==> src/rtl/dvi_ddr_pixel_output.sv <==
// DVI DDR pixel output stage: pulls one 24-bit pixel per active pixel and
// emits it as two 12-bit halves on consecutive clocks, low half first.
// HSYNC/VSYNC/DE are registered with one cycle of latency. A sticky flag and
// a saturating counter report pixels the upstream source failed to supply.
module dvi_ddr_pixel_output #(
  parameter int   H_ACTIVE     = 24,
  parameter int   H_TOTAL      = 32,
  parameter int   V_ACTIVE     = 16,
  parameter int   V_TOTAL      = 24,
  parameter int   H_SYNC_START = 26,
  parameter int   H_SYNC_LEN   = 3,
  parameter int   V_SYNC_START = 18,
  parameter int   V_SYNC_LEN   = 2,
  parameter logic SYNC_POL     = 1'b0
) (
  input  logic                         iClk,
  input  logic                         iRstN,
  input  logic                         iPixelSub,
  input  logic [$clog2(H_TOTAL):0]     iHpixel,
  input  logic [$clog2(V_TOTAL):0]     iVpixel,
  input  logic                         iPixelActive,
  input  logic [23:0]                  iPixelData,
  input  logic                         iPixelValid,
  output logic                         oPixelReady,
  input  logic                         iClearUnderflow,
  output logic [11:0]                  oData,
  output logic                         oHsync,
  output logic                         oVsync,
  output logic                         oDe,
  output logic                         oUnderflow,
  output logic [15:0]                  oUnderflowCount
);

  // Elaboration-time sanity checks on the video timing parameters.
  if (H_ACTIVE > H_TOTAL || V_ACTIVE > V_TOTAL) begin : gBadActive
    $error("active area exceeds total frame size");
  end
  if (H_SYNC_START >= H_TOTAL || V_SYNC_START >= V_TOTAL) begin : gBadSync
    $error("sync start outside frame");
  end

  logic [11:0] hold;
  logic        accept;
  logic        starve;
  logic        hsyncNext;
  logic        vsyncNext;

  // True when idx lies in [start, start+len) taken modulo total; len 0 never matches.
  function automatic logic inWindow(input int idx, input int start,
                                    input int len, input int total);
    int d;
    d = idx - start;
    if (d < 0) d = d + total;
    return (len > 0) && (d < len);
  endfunction

  // One accept opportunity per active pixel, only on the first sub-phase.
  always_comb begin
    oPixelReady = !iPixelSub && iPixelActive && iRstN;
    accept      = oPixelReady && iPixelValid;
    starve      = oPixelReady && !iPixelValid;
  end

  // Sync windows evaluated on the incoming counters, registered below.
  always_comb begin
    hsyncNext = ~SYNC_POL;
    vsyncNext = ~SYNC_POL;
    if (inWindow(int'(iHpixel), H_SYNC_START, H_SYNC_LEN, H_TOTAL)) hsyncNext = SYNC_POL;
    if (inWindow(int'(iVpixel), V_SYNC_START, V_SYNC_LEN, V_TOTAL)) vsyncNext = SYNC_POL;
  end

  // Data path: low half on accept, stored high half on the following sub-phase.
  // A starved pixel clears hold so both halves of that pixel come out as zero.
  always_ff @(posedge iClk or negedge iRstN) begin
    if (!iRstN) begin
      oData <= '0;
      hold  <= '0;
    end else if (!iPixelActive) begin
      oData <= '0;
    end else if (!iPixelSub) begin
      if (accept) begin
        oData <= iPixelData[11:0];
        hold  <= iPixelData[23:12];
      end else begin
        oData <= '0;
        hold  <= '0;
      end
    end else begin
      oData <= hold;
    end
  end

  // Registered timing outputs.
  always_ff @(posedge iClk or negedge iRstN) begin
    if (!iRstN) begin
      oDe    <= 1'b0;
      oHsync <= ~SYNC_POL;
      oVsync <= ~SYNC_POL;
    end else begin
      oDe    <= iPixelActive;
      oHsync <= hsyncNext;
      oVsync <= vsyncNext;
    end
  end

  // Underflow flag and saturating counter; a starve coinciding with a clear wins.
  always_ff @(posedge iClk or negedge iRstN) begin
    if (!iRstN) begin
      oUnderflow      <= 1'b0;
      oUnderflowCount <= '0;
    end else if (starve) begin
      oUnderflow <= 1'b1;
      if (iClearUnderflow)             oUnderflowCount <= 16'd1;
      else if (oUnderflowCount != '1) oUnderflowCount <= oUnderflowCount + 16'd1;
    end else if (iClearUnderflow) begin
      oUnderflow      <= 1'b0;
      oUnderflowCount <= '0;
    end
  end

endmodule

==> config.mk <==
export PLATFORM = sky130hd
export DESIGN_NAME = dvi_ddr_pixel_output
export DESIGN_NICKNAME = d
export VERILOG_FILES = /design/src/rtl/dvi_ddr_pixel_output.sv
export SDC_FILE = /design/constraint.sdc
export NUM_CORES = 1
export LEC_CHECK = 0
export CAP_MARGIN = 20
export CORE_UTILIZATION = 48
export DETAILED_ROUTE_END_ITERATION = 8
export MAX_ROUTING_LAYER = met4
export PLACE_DENSITY = 0.9
export SYNTH_ARGS = -nofsm -noshare
export SYNTH_HDL_FRONTEND = slang
export SYNTH_SLANG_ARGS = --single-unit
==> constraint.sdc <==
create_clock -name iClk -period 2.5 [get_ports iClk]
set_clock_uncertainty 0.05 [all_clocks]
set_input_delay 0.625 -clock iClk [delete_from_list [all_inputs] [get_ports iClk]]
set_output_delay 0.625 -clock iClk [all_outputs]
set_load 0.1 [all_outputs]
======== After elaboration in Yosys (flattened, before gate mapping) ========
Cells that the tools add are included.
operators by class
  mux-type cells .......................... 14
  equal/unequal tests ..................... 1
  reduce and logical (&&, ||, !) cells .... 10
  $lt $le $gt $ge ......................... 4
  bitwise gates (word level) .............. 1
  add/subtract/negate cells ............... 5
operators with widths
  kind                     number
  $lt A32 B3 Y1 const B    2
  $mux W16                 4
  $mux W32                 2
  $mux W12                 4
  $add A16 B1 Y16 const B  1
  $ne A16 B16 Y1 const B   1
  $lt A7 B1 Y1 const B     2
  $sub A6 B5 Y7 const B    2
  $add A7 B6 Y8 const B    1
  $add A7 B7 Y8 const B    1
  $logic_and A1 B1 Y1      4
  $mux W1                  4
  $reduce_and A2 Y1        2
  $reduce_bool A2 Y1       2
  $logic_not A1 Y1         2
  $not A1 Y1               1
storage, ports and cells
  flip-flop bits (word level) ............. 44
  logic and storage cells ................. 42
  output and inout port bits .............. 33
  input bits .............................. 42

======== Depth between registers and ports, before layout ========
Gate-level depths: netlist of the first run.
  word-level depth ........................ 7
  depth in mapped cells ................... 8

======== Worst setup path before layout of the first run ========
OpenSTA, ideal clock, no wires.
  kind .................................... input -> output
  from .................................... in iPixelSub
  to ...................................... out oPixelReady
  path slack .............................. -471 ps
  buffers on the path ..................... 1
  data required time ...................... 1825 ps
  arrival time ............................ 2296 ps
  stages on the path ...................... 3
  cell sequence ........................... nand2b_1 -> clkbuf_1 -> nor2_1
on the way
  word-level cells in the longest chain between the ends .. 3
ends and longest elaborated chain
  item                              line  text
  start: declaration                18    input logic iPixelSub,
  $logic_not A1 Y1                  n/a
  $logic_and A1 B1 Y1 (2 in a row)  59    oPixelReady = !iPixelSub && iPixelActive && iRstN;
  end: declaration                  24    output logic oPixelReady,
No other way between the ends.

======== Worst setup path after layout of the first run ========
Ends and elaborated chain as after synthesis.

==> impl_results.md, run 1 <==
* Status: complete, no violations
* Core Area at 4120 um^2
* Fin crit share at 92.1%
* Synthesized flop and latch total at 44
* Crit path time final at 2.30 ns
* Pre-antenna DRT Iters at 4
* Layout Area Growth over Synthesis at 41.3%
* Async SR Flop Fraction at 100%
* Remaining Overflow, GRT at 0
* Vert. Die Dim at 68.6 um
* Sw Pwr at 418 uW
* Slew HR at 72.5%
* Slew @ Worst Pin at 0.407 ns
* Hold_ws at 0.107 ns
* Hold_buf cts at 0
* Worst vdd ir at 0.425 mV
* Syn Nets at 240
* Switching Fraction at 25.7%
* Die width at 68.6 um
* Leakage Power at 1.34 nW
* Worst skew pair latency at 0.30 ns
* CTS buffer count at 5
* Arrival time worst endpoint at 1.63 ns
* Via count at 1826
* Detailed-route wire length per cell at 15.2 um
* Final GP Congestion at 0.839
* TritonCTS clock tree: yes
* Fill cell count at 292
* Port bufs at 73
* Initial Utilization at 51.7%
* Max_cap viols at 0
* Site Rows at 23
* Crit path largest cell delay at 0.46 ns
* Cell-internal power at 1.20 mW
* Share of cells above drive strength 1 at 22.9%
* RSZ-0062 raised after global routing: false
* CP max FO at 4
* HP Class: primary input to async pin
* CTS Sinks at 44
* Setup crit end kind: primary output
* Die ar. at 4700 um^2
* Critical R2R Capture: oUnderflowCount[15]
* Top FF cell, synth: dfrtp_1
* Synthesized area at 2130 um^2
* Deepest clock path buffer count at 2
* Final setup fails at 0
* Cell total after placement at 317
* Vias in the first global route at 1777
* Synthesized instance count at 194
* Final nets at 320
* Setup bufs post-CTS at 0
* Crit-path cells: clkdlybuf4s50_1 > nand2b_1 > nor2_4 > buf_12
* DP Wirelength at 3.73 mm
* Sequential fraction of design power at 46.3%
* Worst R2R Path Depth at 4
* Final WL at 4.94 mm
* Synth warnings at 0
* F_max at 0.434 GHz
* Syn Area/Cell at 11.0 um^2
* Clk pwr share at 36.7%
* Depth of the CTS H-tree at 2
* Initial DRC Count at 125
* Critical Path Start Type: primary input
* Fin Setup TNS at 0 ns
* I/O pin count at 75
* Cell Pwr Density at 540 nW/um^2
* Register area share after synthesis at 51.9%
* Post-Layout Cell Count at 325
* Inserted Diodes at 0
* R2R setup slack at 0.75 ns
* EDFF count, synth at 0
* # DRC at 0
* CTS root buf: clkbuf_8
* Max Slew Vio Count at 0
* Type of the worst setup path: primary input to primary output
* First-pass GRT wire length at 7.99 mm
* Post-synth cell types at 41
* Crit path max-delay cell type: clkdlybuf4s50_1
* Hold Fails Final Rpt at 0
* Total track usage at 24.3%
* CTS resizes at 0
* Worst R2R Start: oUnderflowCount[8]
* CP required at 1.82 ns
* Largest net degree at the start of global routing at 25
* Initial antenna violation count at 0
* Final ANT Viol Nets at 0
* Worst-path clk slew at 0.08 ns
* Comb pwr share at 17.1%
* Via density at 5.62
layout by cell type (no fill, tap or decap), types with 5 or more instances in the layout:
| cell type | count |
|---|---|
| nor2b_1 | 15 |
| xnor2_1 | 9 |
| a22o_1 | 12 |
| buf_4 | 42 |
| clkdlybuf4s50_1 | 39 |
| nand4_1 | 6 |
| nor2_1 | 6 |
| xor2_1 | 5 |
| a22oi_1 | 12 |
| o21ai_0 | 11 |
| nand2_1 | 7 |
| nand3_1 | 5 |
| dfrtp_1 | 42 |
| inv_1 | 9 |
| clkbuf_8 | 7 |
worst max path at each step:
stage / cells past startpoint / slack [ns] / from / end
after floorplan: 6 / 0.12 / oUnderflowCount[0] / oUnderflowCount[1]
after global placement: 5 / 0.06 / iPixelActive / oUnderflowCount[14]
after detailed placement: 5 / 0.02 / iPixelActive / oUnderflowCount[15]
after CTS: 4 / 0.20 / iPixelSub / oPixelReady
after global routing: 4 / 0.15 / iPixelSub / oPixelReady
final: 4 / 0.20 / iPixelSub / oPixelReady
flip-flops by register name (all words and copies together), names as in the netlist:
signal	flops
oData	12
oVsync	1
oHsync	1
oUnderflow	1
oUnderflowCount	16
oDe	1
hold	12
metal layers:
metal	up-vias	wire (um)	track usage, %
li1	865	-	-
met1	881	2050	28.0
met2	70	2520	40.7
met3	10	294	6.25
met4	0	80	8.85
met5	-	0	-
kinds of logic after synthesis:
family	after synthesis	synth area share, %
AO/OA/AOI/OAI	52	16.8
XOR/XNOR	14	5.77
adder cells (fa/ha/maj)	4	2.35
buffers and inverters	20	4.88
flip-flops	44	51.9
multiplexers	1	0.530
AND/OR/NAND/NOR	59	17.7
synthesized netlist by cell type, types with 2 or more instances:
cell | count | area share, %
nor2b_1 | 15 | 4.4
nand4b_1 | 2 | 0.82
nor2_1 | 7 | 1.2
o21ai_1 | 3 | 0.71
ha_1 | 4 | 2.4
clkbuf_1 | 6 | 1.1
dfrtp_1 | 42 | 49
inv_1 | 9 | 1.6
nand2_1 | 7 | 1.2
a22oi_1 | 12 | 4.2
nor4_1 | 3 | 0.88
o21ai_0 | 11 | 2.6
dfstp_2 | 2 | 2.5
a31oi_1 | 4 | 1.2
nand4_1 | 6 | 1.8
nor3_1 | 3 | 0.71
nand3_1 | 5 | 1.2
a21oi_1 | 4 | 0.94
and4_1 | 2 | 0.82
o311ai_0 | 2 | 0.82
a22o_1 | 12 | 4.9
xnor2_1 | 9 | 3.7
buf_6 | 2 | 1.1
xor2_1 | 5 | 2.1
critical path, delay by kind of cell:
kind,cells,cell delay (ns)
buffers and inverters,2,0.64
AND/OR/NAND/NOR,2,0.36
layout make-up:
cell class | instances | area [um^2] | area share (%)
Multi-Input combinational cell | 130 | 926 | 30.8
Clock buffer | 7 | 96.3 | 3.21
Inverter | 9 | 33.8 | 1.13
Clock inverter | 1 | 30.0 | 1.00
Timing Repair Buffer | 84 | 751 | 25.0
Sequential cell | 44 | 1100 | 36.8
Tap cell | 50 | 62.6 | 2.08
stage by stage:
step           setup WS, ns  utilization (%)  cell area, um^2  power, mW
6_report              0.198             73.0             3000       1.62
2_1_floorplan         0.118                -             2130      0.915
3_3_place_gp         0.0596             69.9             2880       1.04
3_5_place_dp         0.0204             69.9             2880       1.04
4_1_cts               0.199             73.0             3000       1.64
5_1_grt               0.151             73.0             3000       1.69
power by group through the flow:
| stage | Sequential (mW) | Clock [mW] | Combinational (mW) |
|---|---|---|---|
| 3_5_place_dp | 0.764 | 0 | 0.279 |
| 5_1_grt | 0.753 | 0.641 | 0.295 |
| 3_3_place_gp | 0.764 | 0 | 0.272 |
| 2_1_floorplan | 0.844 | 0 | 0.0707 |
| 4_1_cts | 0.750 | 0.608 | 0.279 |
| 6_report | 0.750 | 0.595 | 0.277 |
Power figures use the tool's default switching activity.
==> run 2, diff against run 1 <==
--- a/config.mk
+++ b/config.mk
@@ -7,6 +7,7 @@
 export LEC_CHECK = 0
 export CAP_MARGIN = 20
 export CORE_UTILIZATION = 48
+export CTS_CLUSTER_DIAMETER = 40
 export DETAILED_ROUTE_END_ITERATION = 8
 export MAX_ROUTING_LAYER = met4
 export PLACE_DENSITY = 0.9
==> results of run 2 <==
No change in the layout: final DEF, timing and power equal those of run 1.
==> run 3, diff against run 2 <==
--- a/config.mk
+++ b/config.mk
@@ -6,11 +6,12 @@
 export NUM_CORES = 1
 export LEC_CHECK = 0
 export CAP_MARGIN = 20
-export CORE_UTILIZATION = 48
+export CORE_UTILIZATION = 50
+export CTS_BUF_LIST = sky130_fd_sc_hd__clkbuf_4 sky130_fd_sc_hd__clkbuf_8
 export CTS_CLUSTER_DIAMETER = 40
 export DETAILED_ROUTE_END_ITERATION = 8
 export MAX_ROUTING_LAYER = met4
-export PLACE_DENSITY = 0.9
+export PLACE_DENSITY = 0.93
 export SYNTH_ARGS = -nofsm -noshare
 export SYNTH_HDL_FRONTEND = slang
 export SYNTH_SLANG_ARGS = --single-unit
==> run 3 against run 2 <==
Against the previous run:
- combinational power hardly changed
- global-route usage up 0.82 points
- final area is 1.0% lower
- largest power group unchanged
- highest routed layer unchanged
==> impl_results.md, run 3 (synthesis gave the netlist of run 1 again) <==
* Status: complete, no violations
* Arrival time worst endpoint at 1.63 ns (about the same)
* Max reg flops at 16 (unchanged)
* CTS root buf: clkbuf_8
* CP required at 1.82 ns (about the same)
* Sequential fraction of design power at 47.9% (+1.6 points)
* RSZ-0062 raised after global routing: false
* Critical Path Start Type: primary input
* Initial antenna violation count at 0 (unchanged)
* Largest net degree at the start of global routing at 30 (+20%)
* Deepest clock path buffer count at 2 (unchanged)
* Final Core Density at 73.8% (+0.82 points)
* Largest regs: oUnderflowCount x16, hold x12, oData x12
* Type of the worst setup path: primary input to primary output
* Via density at 5.68 (+1.1%)
* Share of cells above drive strength 1 at 22.3% (-0.56 points)
* Total track usage at 25.1% (+0.82 points)
* Fill cell count at 292 (unchanged)
* Fin crit share at 92.1% (about the same)
* Port bufs at 73 (unchanged)
* Register area at 1100 um^2 (unchanged)
* Slew HR at 75.3% (+2.8 points)
* Remaining Overflow, GRT at 0 (unchanged)
* Via count at 1835 (+0.49%)
* Max_cap viols at 0 (unchanged)
* Setup crit end kind: primary output
* Site Rows at 23 (unchanged)
* Clk pwr share at 34.5% (-2.2 points)
* Max Slew Vio Count at 0 (unchanged)
* Worst skew pair latency at 0.29 ns (about the same)
* Slew @ Worst Pin at 0.368 ns (-0.0395 ns)
* CP max FO at 5 (+1)
* CTS resizes at 0 (unchanged)
* Vias in the first global route at 1739 (-2.1%)
* Depth of the CTS H-tree at 2 (unchanged)
* Cell Pwr Density at 528 nW/um^2 (-2.2%)
* Worst vdd ir at 0.346 mV (-19%)
* Area after DPL at 2860 um^2 (-0.52%)
* HP Class: primary input to async pin
* Final ANT Viol Nets at 0 (unchanged)
* Hold_buf cts at 0 (unchanged)
* Final setup fails at 0 (unchanged)
* Worst-path clk slew at 0.08 ns (about the same)
* Core Area at 4030 um^2 (-2.1%)
* Area of the multi-input gates at 926 um^2 (unchanged)
* Die width at 67.2 um (-2.0%)
* Layout Area Growth over Synthesis at 39.8%
* DP Wirelength at 3.71 mm (-0.28%)
* Pre-antenna DRT Iters at 4 (unchanged)
* Die ar. at 4520 um^2 (-3.9%)
* Hold Fails Final Rpt at 0 (unchanged)
* Cell-internal power at 1.16 mW (-3.7%)
* Final GP Congestion at 0.832 (-0.79%)
* Sw Pwr at 410 uW (-1.7%)
* Leakage Power at 1.33 nW (-0.90%)
* Comb pwr share at 17.7% (+0.6 points)
* # DRC at 0 (unchanged)
* Vert. Die Dim at 67.2 um (-2.0%)
* Most frequent cells in the layout: dfrtp_1, buf_4, clkdlybuf4s50_1, nor2b_1
* Inserted Diodes at 0 (unchanged)
* Reg with most FFs: oUnderflowCount
* Initial Utilization at 52.8% (+1.1 points)
* Design area at 2970 um^2 (-1.0%)
* TritonCTS clock tree: yes
* F_max at 0.434 GHz (about the same)
* Detailed-route wire length per cell at 15.3 um (+0.52%)
* First-pass GRT wire length at 8.11 mm (+1.5%)
* Most common cell after layout, fill and taps aside: dfrtp_1
* CTS Sinks at 44 (unchanged)
* Initial DRC Count at 184 (+47%)
* I/O pin count at 75 (unchanged)
* Setup bufs post-CTS at 0 (unchanged)
* Crit path time final at 2.30 ns (+0.000304 ns)
* Final nets at 318 (-0.63%)
* Final WL at 4.94 mm (-0.10%)
* Switching Fraction at 26.1% (+0.40 points)
* CTS buffer count at 5 (unchanged)
==> run 3: cell count changes in the layout (fill, tap and decap cells not counted), sizes merged <==
cell,change
buf,-2
clkbuf,-1
clkinv,+1
==> run 3: stage by stage <==
stage | setup WS, ns | hold WS, ns | power, mW | setup TNS, ns | instances
global route | 0.118 | 0.289 | 1.64 | 0 | 323
finish | 0.198 | 0.283 | 1.57 | 0 | 323
global placement | 0.0365 | 0.439 | 1.04 | 0 | 315
CTS | 0.199 | 0.291 | 1.59 | 0 | 323
detailed placement | -0.0475 | 0.448 | 1.04 | -0.0613 | 315
floorplan | 0.118 | 0.279 | 0.915 | 0 | 194
==> run 3: layout make-up <==
type	instances	share of cell area, %
inverters	9	1.14
clock buffers	6	2.57
well taps	50	2.10
clock inverters	2	1.18
flip-flops and latches	44	37.1
repair buffers	82	24.7
multi-input cells	130	31.1
==> run 3: per-layer routing <==
layer / share of wire [%] / GRT usage (%) / vias to the layer above / routed length [um]
li1: - / - / 865 / -
met2: 50 / 40.1 / 83 / 2490
met1: 41 / 31.6 / 880 / 2030
met4: 1.2 / 7.18 / 0 / 60
met5: 0 / - / - / 0
met3: 7.4 / 6.25 / 7 / 367
==> run 3: power by group through the flow <==
stage / logic, mW / registers (mW) / clock network (mW)
after global routing: 0.296 / 0.754 / 0.591
final: 0.278 / 0.751 / 0.541
after detailed placement: 0.279 / 0.764 / 0
after floorplan: 0.0707 / 0.844 / 0
after global placement: 0.271 / 0.764 / 0
after CTS: 0.280 / 0.751 / 0.555
==> run 3: final timing paths <==
kind	from	endpoint	slack, ns	cells past startpoint
max	iPixelActive	oPixelReady	0.20	4
min	iRstN	hold[1]	0.28	2
max reg2reg	oUnderflowCount[0]	oUnderflowCount[1]	0.68	5
min reg2reg	hold[1]	hold[1]	0.47	1
max in group asynchronous	iRstN	oHsync	1.74	2
min in group iClk	hold[1]	hold[1]	0.47	1
==> run 3: worst max-delay path, stage by stage <==
cell and delay [ns]:
clkdlybuf4s50_1 0.54, nand2b_1 0.13, nor2_4 0.14, buf_12 0.18
